### src/rtl/uart_rx_os_if.sv
// Receive-side bundle from the UART receiver to the command/IIC bridge.
// The receiver drives every signal; the bridge only observes.
interface uart_rx_os_if #(
    parameter int DATA_BITS = 8
);
    logic [DATA_BITS-1:0] rx_data;
    logic                 rx_valid;
    logic                 frame_err;
    logic                 rx_busy;

    modport master (
        output rx_data,
        output rx_valid,
        output frame_err,
        output rx_busy
    );

    modport slave (
        input rx_data,
        input rx_valid,
        input frame_err,
        input rx_busy
    );
endinterface

### src/rtl/uart_rx_os.sv
// Oversampled 8N1 UART receiver: 2-FF synchroniser, start-bit check,
// majority-of-3 mid-bit sampling, stop-bit check and break hold-off.
module uart_rx_os #(
    parameter int DATA_BITS  = 8,
    parameter int OVERSAMPLE = 16
) (
    input  logic         clk_50m,
    input  logic         rst_n,
    input  logic         os_tick,
    input  logic         rxd,
    uart_rx_os_if.master rx
);
    localparam int TW = $clog2(OVERSAMPLE);
    localparam int M  = OVERSAMPLE / 2;

    localparam logic [TW-1:0] T_LO   = TW'(M - 1);
    localparam logic [TW-1:0] T_MID  = TW'(M);
    localparam logic [TW-1:0] T_HI   = TW'(M + 1);
    localparam logic [TW-1:0] T_LAST = TW'(OVERSAMPLE - 1);
    localparam logic [2:0]    B_LAST = 3'(DATA_BITS - 1);

    typedef enum logic [2:0] {
        ST_IDLE,
        ST_START,
        ST_DATA,
        ST_STOP,
        ST_BREAK
    } state_t;

    state_t               state, state_n;
    logic [1:0]           sync;
    logic [TW-1:0]        tick_cnt, tick_n;
    logic [2:0]           bit_cnt, bit_n;
    logic [DATA_BITS-1:0] shreg, shreg_n;
    logic [DATA_BITS-1:0] data_q, data_n;
    logic [1:0]           smp, smp_n;
    logic                 valid_q, valid_n;
    logic                 err_q, err_n;

    logic          rxd_s;
    logic [TW-1:0] tick_inc;
    logic          decide;
    logic          maj;

    assign rxd_s    = sync[1];
    assign tick_inc = (tick_cnt == T_LAST) ? '0 : tick_cnt + 1'b1;
    assign decide   = os_tick && (tick_cnt == T_HI);
    // Third sample is the live synchronised level at the deciding tick
    assign maj = (smp[0] & smp[1]) | (smp[0] & rxd_s) | (smp[1] & rxd_s);

    always_ff @(posedge clk_50m or negedge rst_n) begin
        if (!rst_n) begin
            sync     <= 2'b11;
            state    <= ST_IDLE;
            tick_cnt <= '0;
            bit_cnt  <= '0;
            shreg    <= '0;
            smp      <= 2'b11;
            data_q   <= '0;
            valid_q  <= 1'b0;
            err_q    <= 1'b0;
        end else begin
            sync     <= {sync[0], rxd};
            state    <= state_n;
            tick_cnt <= tick_n;
            bit_cnt  <= bit_n;
            shreg    <= shreg_n;
            smp      <= smp_n;
            data_q   <= data_n;
            valid_q  <= valid_n;
            err_q    <= err_n;
        end
    end

    always_comb begin
        state_n = state;
        tick_n  = tick_cnt;
        bit_n   = bit_cnt;
        shreg_n = shreg;
        smp_n   = smp;
        data_n  = data_q;
        valid_n = 1'b0;
        err_n   = 1'b0;

        if (os_tick && (tick_cnt == T_LO)) smp_n[0] = rxd_s;
        if (os_tick && (tick_cnt == T_MID)) smp_n[1] = rxd_s;

        unique case (state)
            ST_IDLE: begin
                if (!rxd_s) begin
                    tick_n  = '0;
                    state_n = ST_START;
                end
            end
            ST_START: begin
                if (os_tick) begin
                    tick_n = tick_inc;
                    if (decide && maj) begin
                        tick_n  = '0;
                        state_n = ST_IDLE;
                    end else if (tick_cnt == T_LAST) begin
                        bit_n   = '0;
                        state_n = ST_DATA;
                    end
                end
            end
            ST_DATA: begin
                if (os_tick) begin
                    tick_n = tick_inc;
                    if (decide)
                        shreg_n = {maj, shreg[DATA_BITS-1:1]};
                    if (tick_cnt == T_LAST) begin
                        if (bit_cnt == B_LAST) state_n = ST_STOP;
                        else bit_n = bit_cnt + 3'd1;
                    end
                end
            end
            ST_STOP: begin
                if (os_tick) begin
                    tick_n = tick_inc;
                    if (decide) begin
                        tick_n = '0;
                        bit_n  = '0;
                        if (maj) begin
                            data_n  = shreg;
                            valid_n = 1'b1;
                            state_n = ST_IDLE;
                        end else begin
                            err_n   = 1'b1;
                            state_n = ST_BREAK;
                        end
                    end
                end
            end
            ST_BREAK: begin
                if (rxd_s) state_n = ST_IDLE;
            end
            default: state_n = ST_IDLE;
        endcase
    end

    assign rx.rx_data   = data_q;
    assign rx.rx_valid  = valid_q;
    assign rx.frame_err = err_q;
    assign rx.rx_busy   = (state != ST_IDLE);
endmodule

### src/flat_wrapper.sv
// flat-port wrapper written by rule: the top's interface ports become plain ports
module uart_rx_os_flat 
#(
    parameter int DATA_BITS  = 8,
    parameter int OVERSAMPLE = 16
)
  (clk_50m, rst_n, os_tick, rxd, rx_rx_data, rx_rx_valid, rx_frame_err, rx_rx_busy);
  uart_rx_os_if #(.DATA_BITS(DATA_BITS)) rx_i ();
  input  logic clk_50m;
  input  logic rst_n;
  input  logic os_tick;
  input  logic rxd;
  output wire logic [$bits(rx_i.rx_data)-1:0] rx_rx_data;
  output wire logic [$bits(rx_i.rx_valid)-1:0] rx_rx_valid;
  output wire logic [$bits(rx_i.frame_err)-1:0] rx_frame_err;
  output wire logic [$bits(rx_i.rx_busy)-1:0] rx_rx_busy;
  assign rx_rx_data = rx_i.rx_data;
  assign rx_rx_valid = rx_i.rx_valid;
  assign rx_frame_err = rx_i.frame_err;
  assign rx_rx_busy = rx_i.rx_busy;
  uart_rx_os #(.DATA_BITS(DATA_BITS), .OVERSAMPLE(OVERSAMPLE)) u_core (.clk_50m(clk_50m), .rst_n(rst_n), .os_tick(os_tick), .rxd(rxd), .rx(rx_i));
endmodule
### config.mk
export PLATFORM = sky130hd
export DESIGN_NAME = uart_rx_os_flat
export DESIGN_NICKNAME = d
export VERILOG_FILES = /design/src/rtl/uart_rx_os_if.sv /design/src/rtl/uart_rx_os.sv /design/src/flat_wrapper.sv
export SDC_FILE = /design/constraint.sdc
export NUM_CORES = 1
export LEC_CHECK = 0
export CAP_MARGIN = 0
export CORE_UTILIZATION = 39
export CTS_CLUSTER_SIZE = 24
export DETAILED_ROUTE_END_ITERATION = 10
export GPL_TIMING_DRIVEN = 0
export PLACE_DENSITY = 0.67
export SLEW_MARGIN = 20
export SYNTH_ARGS = -nofsm -noshare
export SYNTH_HDL_FRONTEND = slang
export SYNTH_SLANG_ARGS = --single-unit
### constraint.sdc
create_clock -name clk_50m -period 1.9 [get_ports clk_50m]
set_input_delay 0.38 -clock clk_50m [delete_from_list [all_inputs] [get_ports clk_50m]]
set_output_delay 0.38 -clock clk_50m [all_outputs]
set_load 0.03 [all_outputs]
**After elaboration in Yosys (flattened, before gate mapping)**

Cells that the tools add are included.

- Bits in registers: 32
- Latch bits: 0
- Memory bits (writable): 0
- Memory bits (read-only): 0
- Output and inout port bits: 11
- Word-level logic and storage cells: 88
- Memories kept: 0

- Add/subtract/negate cells: 2
- Multipliers: 0
- Div/mod/pow operators: 0
- $lt $le $gt $ge: 0
- Equality and inequality tests: 21
- Shift operators: 0
- Muxes and demuxes: 37
- Bitwise operators: 5
- Reductions and logical operators: 13

Operators with widths:

| cell | number |
|---|---|
| $mux W3 | 19 |
| $mux W4 | 7 |
| $reduce_and A9 Y1 | 2 |
| $pmux W4 S4 | 1 |
| $pmux W3 S5 | 1 |
| $eq A4 B4 Y1 const B | 3 |
| $ne A2 B2 Y1 const B | 6 |
| $ne A2 B1 Y1 const B | 5 |
| $pmux W3 S3 | 1 |
| $mux W1 | 8 |
| $eq A3 B2 Y1 const B | 2 |
| $eq A3 B3 Y1 const B | 2 |
| $reduce_bool A3 Y1 | 2 |
| $reduce_and A5 Y1 | 1 |
| $add A4 B1 Y4 const B | 1 |
| $eq A4 B3 Y1 const B | 1 |
| $logic_and A1 B1 Y1 | 4 |
| $reduce_and A4 Y1 | 1 |
| $reduce_bool A4 Y1 | 1 |
| $add A3 B1 Y3 const B | 1 |
| $and A1 B1 Y1 | 3 |
| $eq A3 B1 Y1 const B | 1 |
| $logic_not A3 Y1 | 1 |
| $ne A3 B1 Y1 const B | 1 |
| other kinds (2) | 3 |

**Depth between registers and ports, before layout**

- Depth after elaboration: 7
- Mapped depth: 6
- Depth with buffers taken out: 6

**Least setup slack after synthesis**

OpenSTA, ideal clock, no wires.

- Path type: register to register
- Start: register u_core.tick_cnt[0]
- End: register u_core.bit_cnt[0]
- Data arrival time: 1.493 ns
- Slack: 0.282 ns
- Stages on the path, launching flop included: 6
- Cells stage by stage: dfrtp_1 ha_1 nand4_1 a21oi_1 o221ai_2 mux2_4

- Longest elaborated chain between the ends: 5

Ends and longest elaborated chain:

| what | line | text |
|---|---|---|
| start: declaration | uart_rx_os.sv:32 | `logic [TW-1:0] tick_cnt, tick_n;` |
| start signal: assignment | uart_rx_os.sv:65 | `tick_cnt <= tick_n;` |
| $eq A4 B4 Y1 | uart_rx_os.sv:47 | `assign decide = os_tick && (tick_cnt == T_HI);` |
| $logic_and A1 B1 Y1 | uart_rx_os.sv:47 |  |
| $logic_and A1 B1 Y1 | uart_rx_os.sv:98 | `if (decide && maj) begin` |
| $ne A2 B2 Y1 (no source line) | -- |  |
| $reduce_and A9 Y1 (no source line) (*) | -- |  |
| end signal: assignment | uart_rx_os.sv:66 | `bit_cnt <= bit_n;` |
| end: declaration | uart_rx_os.sv:33 | `logic [2:0] bit_cnt, bit_n;` |

Mark *: on every way between the ends. The rest lies on a longest branch, timed or not.
A chain may end at the register's enable or synchronous reset.

**Final worst setup path**

- Start: register u_core.state[1]
- End: output port rx_rx_busy

- Longest elaborated chain between the ends: 1

Ends and longest elaborated chain:

| what | line | text |
|---|---|---|
| start: declaration | uart_rx_os.sv:30 | `state_t state, state_n;` |
| start signal: assignment | uart_rx_os.sv:64 | `state <= state_n;` |
| $reduce_bool A3 Y1 | uart_rx_os.sv:145 | `assign rx.rx_busy = (state != ST_IDLE);` |
| end: declaration | flat_wrapper.sv:16 | `output wire logic [$bits(rx_i.rx_busy)-1:0] rx_rx_busy;` |

No other way between the ends.

==> qor.txt <==
run status = finished, final reports clean
Synth Area in Adders = 4.75%
fin. max-slew vios = 0
Largest stage delay, worst path = 0.45 ns
# clock sinks = 32
Initial Utilization = 41.5%
vias per inst = 5.34
critical-path maximum fanout = 10
setup TNS = 0 ns
final hold slack = 0.141 ns
fin nets = 155
crit share post-route = 97.5%
Buffers on Ports = 14
Die X = 65.1 um
Pre-antenna DRT Iters = 4
dpl cells = 187
critical path's slowest cell = dfrtp_2
Synth top area share = 45.1%
clk_skew = 0.00837 ns
Post-synth ARST share = 100%
Synth Cell Area = 1550 um^2
root cell of the clock tree = clkbuf_8
CP Capture Type = output port
TritonCTS Buffers = 5
sequential element share of the synthesized area = 51.9%
synthesis-stage register bit count = 32
Finish-stage setup viols = 0
I/O pin cnt = 15
Post-Synth XOR/XNOR Area = 0%
Primary FF master, synth = dfrtp_1
H-tree depth = 2
final period demand of the worst path = 1.85 ns
commonest non-fill, non-tap cell in the layout = dfrtp_1
FILL cells = 366
TritonCTS clock tree = built
CTS Buffer Depth = 2
Post-Syn Area per Cell = 12.4 um^2
die height = 65.1 um
commonest cells after routing, fill and taps aside = 27 x dfrtp_1, 18 x mux2_2, 12 x clkdlybuf4s50_1
Cell Pwr Density = 1170 nW/um^2
startpoint types = flop
Vias = 1042
total power = 2180 uW
GR Overflow Total = 0
antenna violations before repair = 0
Residual DRC = 0
Compound-Gate Fraction of Synth Area = 9.59%
post-synthesis mux area share = 16.0%
Post-Layout Cell Count = 195
Mapped Cells = 125
Rel. slew slack = 54.2%
Final Hold Fails = 0
gpl congestion = 0.883
Synth Area in Simple Gates = 14.3%
sw frac = 32.7%
EDFF count, synth = 0
synth warn = 0
full die area = 4240 um^2
Worst-path clk slew = 0.07 ns
Leak = 0.000879 uW
RSZ-0062 raised after global routing = no
Tightest Pin Transition = 0.687 ns
largest family of logic cells by synthesized area = multiplexers
first-pass GRT wire length = 4.66 mm
row cnt = 22
max_cap viols = 0
sequential share of power = 42.2%
area grow syn2layout = 19.9%
GRT Total Usage = 14.8%
Worst EP required = 1.52 ns
cells along the critical path = buf_4 -> or3_1 -> buf_2
leading area contributor after synthesis = dfrtp_1
Post-Route WL = 2.81 mm
WL per Instance = 14.4 um
switching pwr = 714 uW
internal power consumption = 1470 uW
largest net degree at the start of global routing = 33
Post-DRT Antenna Nets = 0
critical setup path kind = reg2out
clock latency on the worst-skew pair = 0.28 ns
diode count = 0
Syn Nets = 134
Post-CTS Setup Inserts = 0
combinational group share of total power = 28.7%
Placeable Area = 3740 um^2
proportion of layout cells with a drive suffix above 1 = 32.7%
hpwl dp = 1.97 mm
vias in the first global route = 990
DRT iter0 DRCs = 27
Hold WC Path Type = in2async
Clk pwr share = 29.1%
synth top area cells = dfrtp_1 45%, mux2_2 13%, dfstp_2 6.8%, ha_1 4.0%, mux2i_1 1.9%
f_max = 0.540 GHz
synth unique cells = 41
arrival time worst endpoint = 1.47 ns
maximum VDD drop = 0.704 mV
-- kinds of logic after synthesis --
group | count (synthesis)
AOI/OAI and AO/OA | 18
buffers and inverters | 11
and+or+nand+nor | 36
adders and majority gates | 6
DFF | 32
muxes | 22
-- per-layer routing --
| metal | up-vias | GRT usage, % | wire (um) |
|---|---|---|---|
| met2 | 20 | 22.1 | 1350 |
| met4 | 0 | 5.71 | 40 |
| met1 | 510 | 20.3 | 1330 |
| met3 | 6 | 4.17 | 90 |
| met5 | - | 0 | 0 |
| li1 | 506 | - | - |
-- metrics by stage --
stage	area [um^2]	util, %	setup WS, ns
2_1_floorplan	1550	-	0.282
3_3_place_gp	1750	46.8	-0.140
3_5_place_dp	1750	46.7	-0.176
4_1_cts	1860	49.6	0.00151
5_1_grt	1860	49.7	0.00603
6_report	1860	49.7	0.0480
-- repair_timing --
action	in CTS	in global routing
gates resized for setup	6	2
hold buffers	0	0
endpoints found under the hold margin	0	0
endpoints found under the setup margin	1	1
-- Yosys cell counts (all sizes together), types with 3 or more instances --
cell,count
dfrtp,28
or3,3
buf,4
mux2i,3
nand2,6
nand4,4
nor2,5
nand3,3
inv,7
nand2b,5
mux2,19
ha,5
a21o,3
dfstp,4
-- sequential cells by signal, indices dropped and copies added (netlist names) --
register             count
u_core.shreg             8
u_core.state             3
u_core.rx.rx_valid       1
u_core.bit_cnt           3
u_core.smp               2
u_core.rx.rx_data        8
u_core.tick_cnt          4
u_core.rx.frame_err      1
u_core.sync              2
-- power groups by stage --
stage / Clock [uW] / Sequential (uW) / Combinational [uW]
2_1_floorplan: 0 / 894 / 486
3_3_place_gp: 0 / 915 / 589
3_5_place_dp: 0 / 925 / 620
4_1_cts: 653 / 919 / 620
6_report: 635 / 920 / 627
5_1_grt: 670 / 934 / 698
-- critical path: cells and delay by family (launching register included) --
| family | cells | cell delay, ns |
|---|---|---|
| flops | 1 | 0.45 |
| buf+inv | 2 | 0.38 |
| simple gates | 1 | 0.36 |
-- area by class of cell --
| class | instances | area [um^2] | share of cell area, % |
|---|---|---|---|
| Tap cell | 48 | 60.1 | 3.23 |
| Sequential cell | 32 | 807 | 43.3 |
| Clock buffer | 5 | 68.8 | 3.70 |
| Timing Repair Buffer | 14 | 130 | 6.99 |
| Clock inverter | 3 | 42.5 | 2.28 |
| Inverter | 7 | 26.3 | 1.41 |
| Buffer | 4 | 27.5 | 1.48 |
| Multi-Input combinational cell | 82 | 699 | 37.6 |
-- worst paths after layout --
kind,from,to,slack [ns],cells past startpoint
max in group asynchronous,rst_n,u_core.state[1],1.28,1
min in group clk_50m,u_core.sync[0],u_core.sync[1],0.36,0
hold reg to reg,u_core.sync[0],u_core.sync[1],0.36,0
hold / removal,rst_n,u_core.rx.rx_data[5],0.14,1
setup / recovery,u_core.state[1],rx_rx_busy,0.05,3
setup reg to reg,u_core.tick_cnt[0],u_core.bit_cnt[0],0.09,5
No activity file was read; power rests on OpenSTA's default activity.
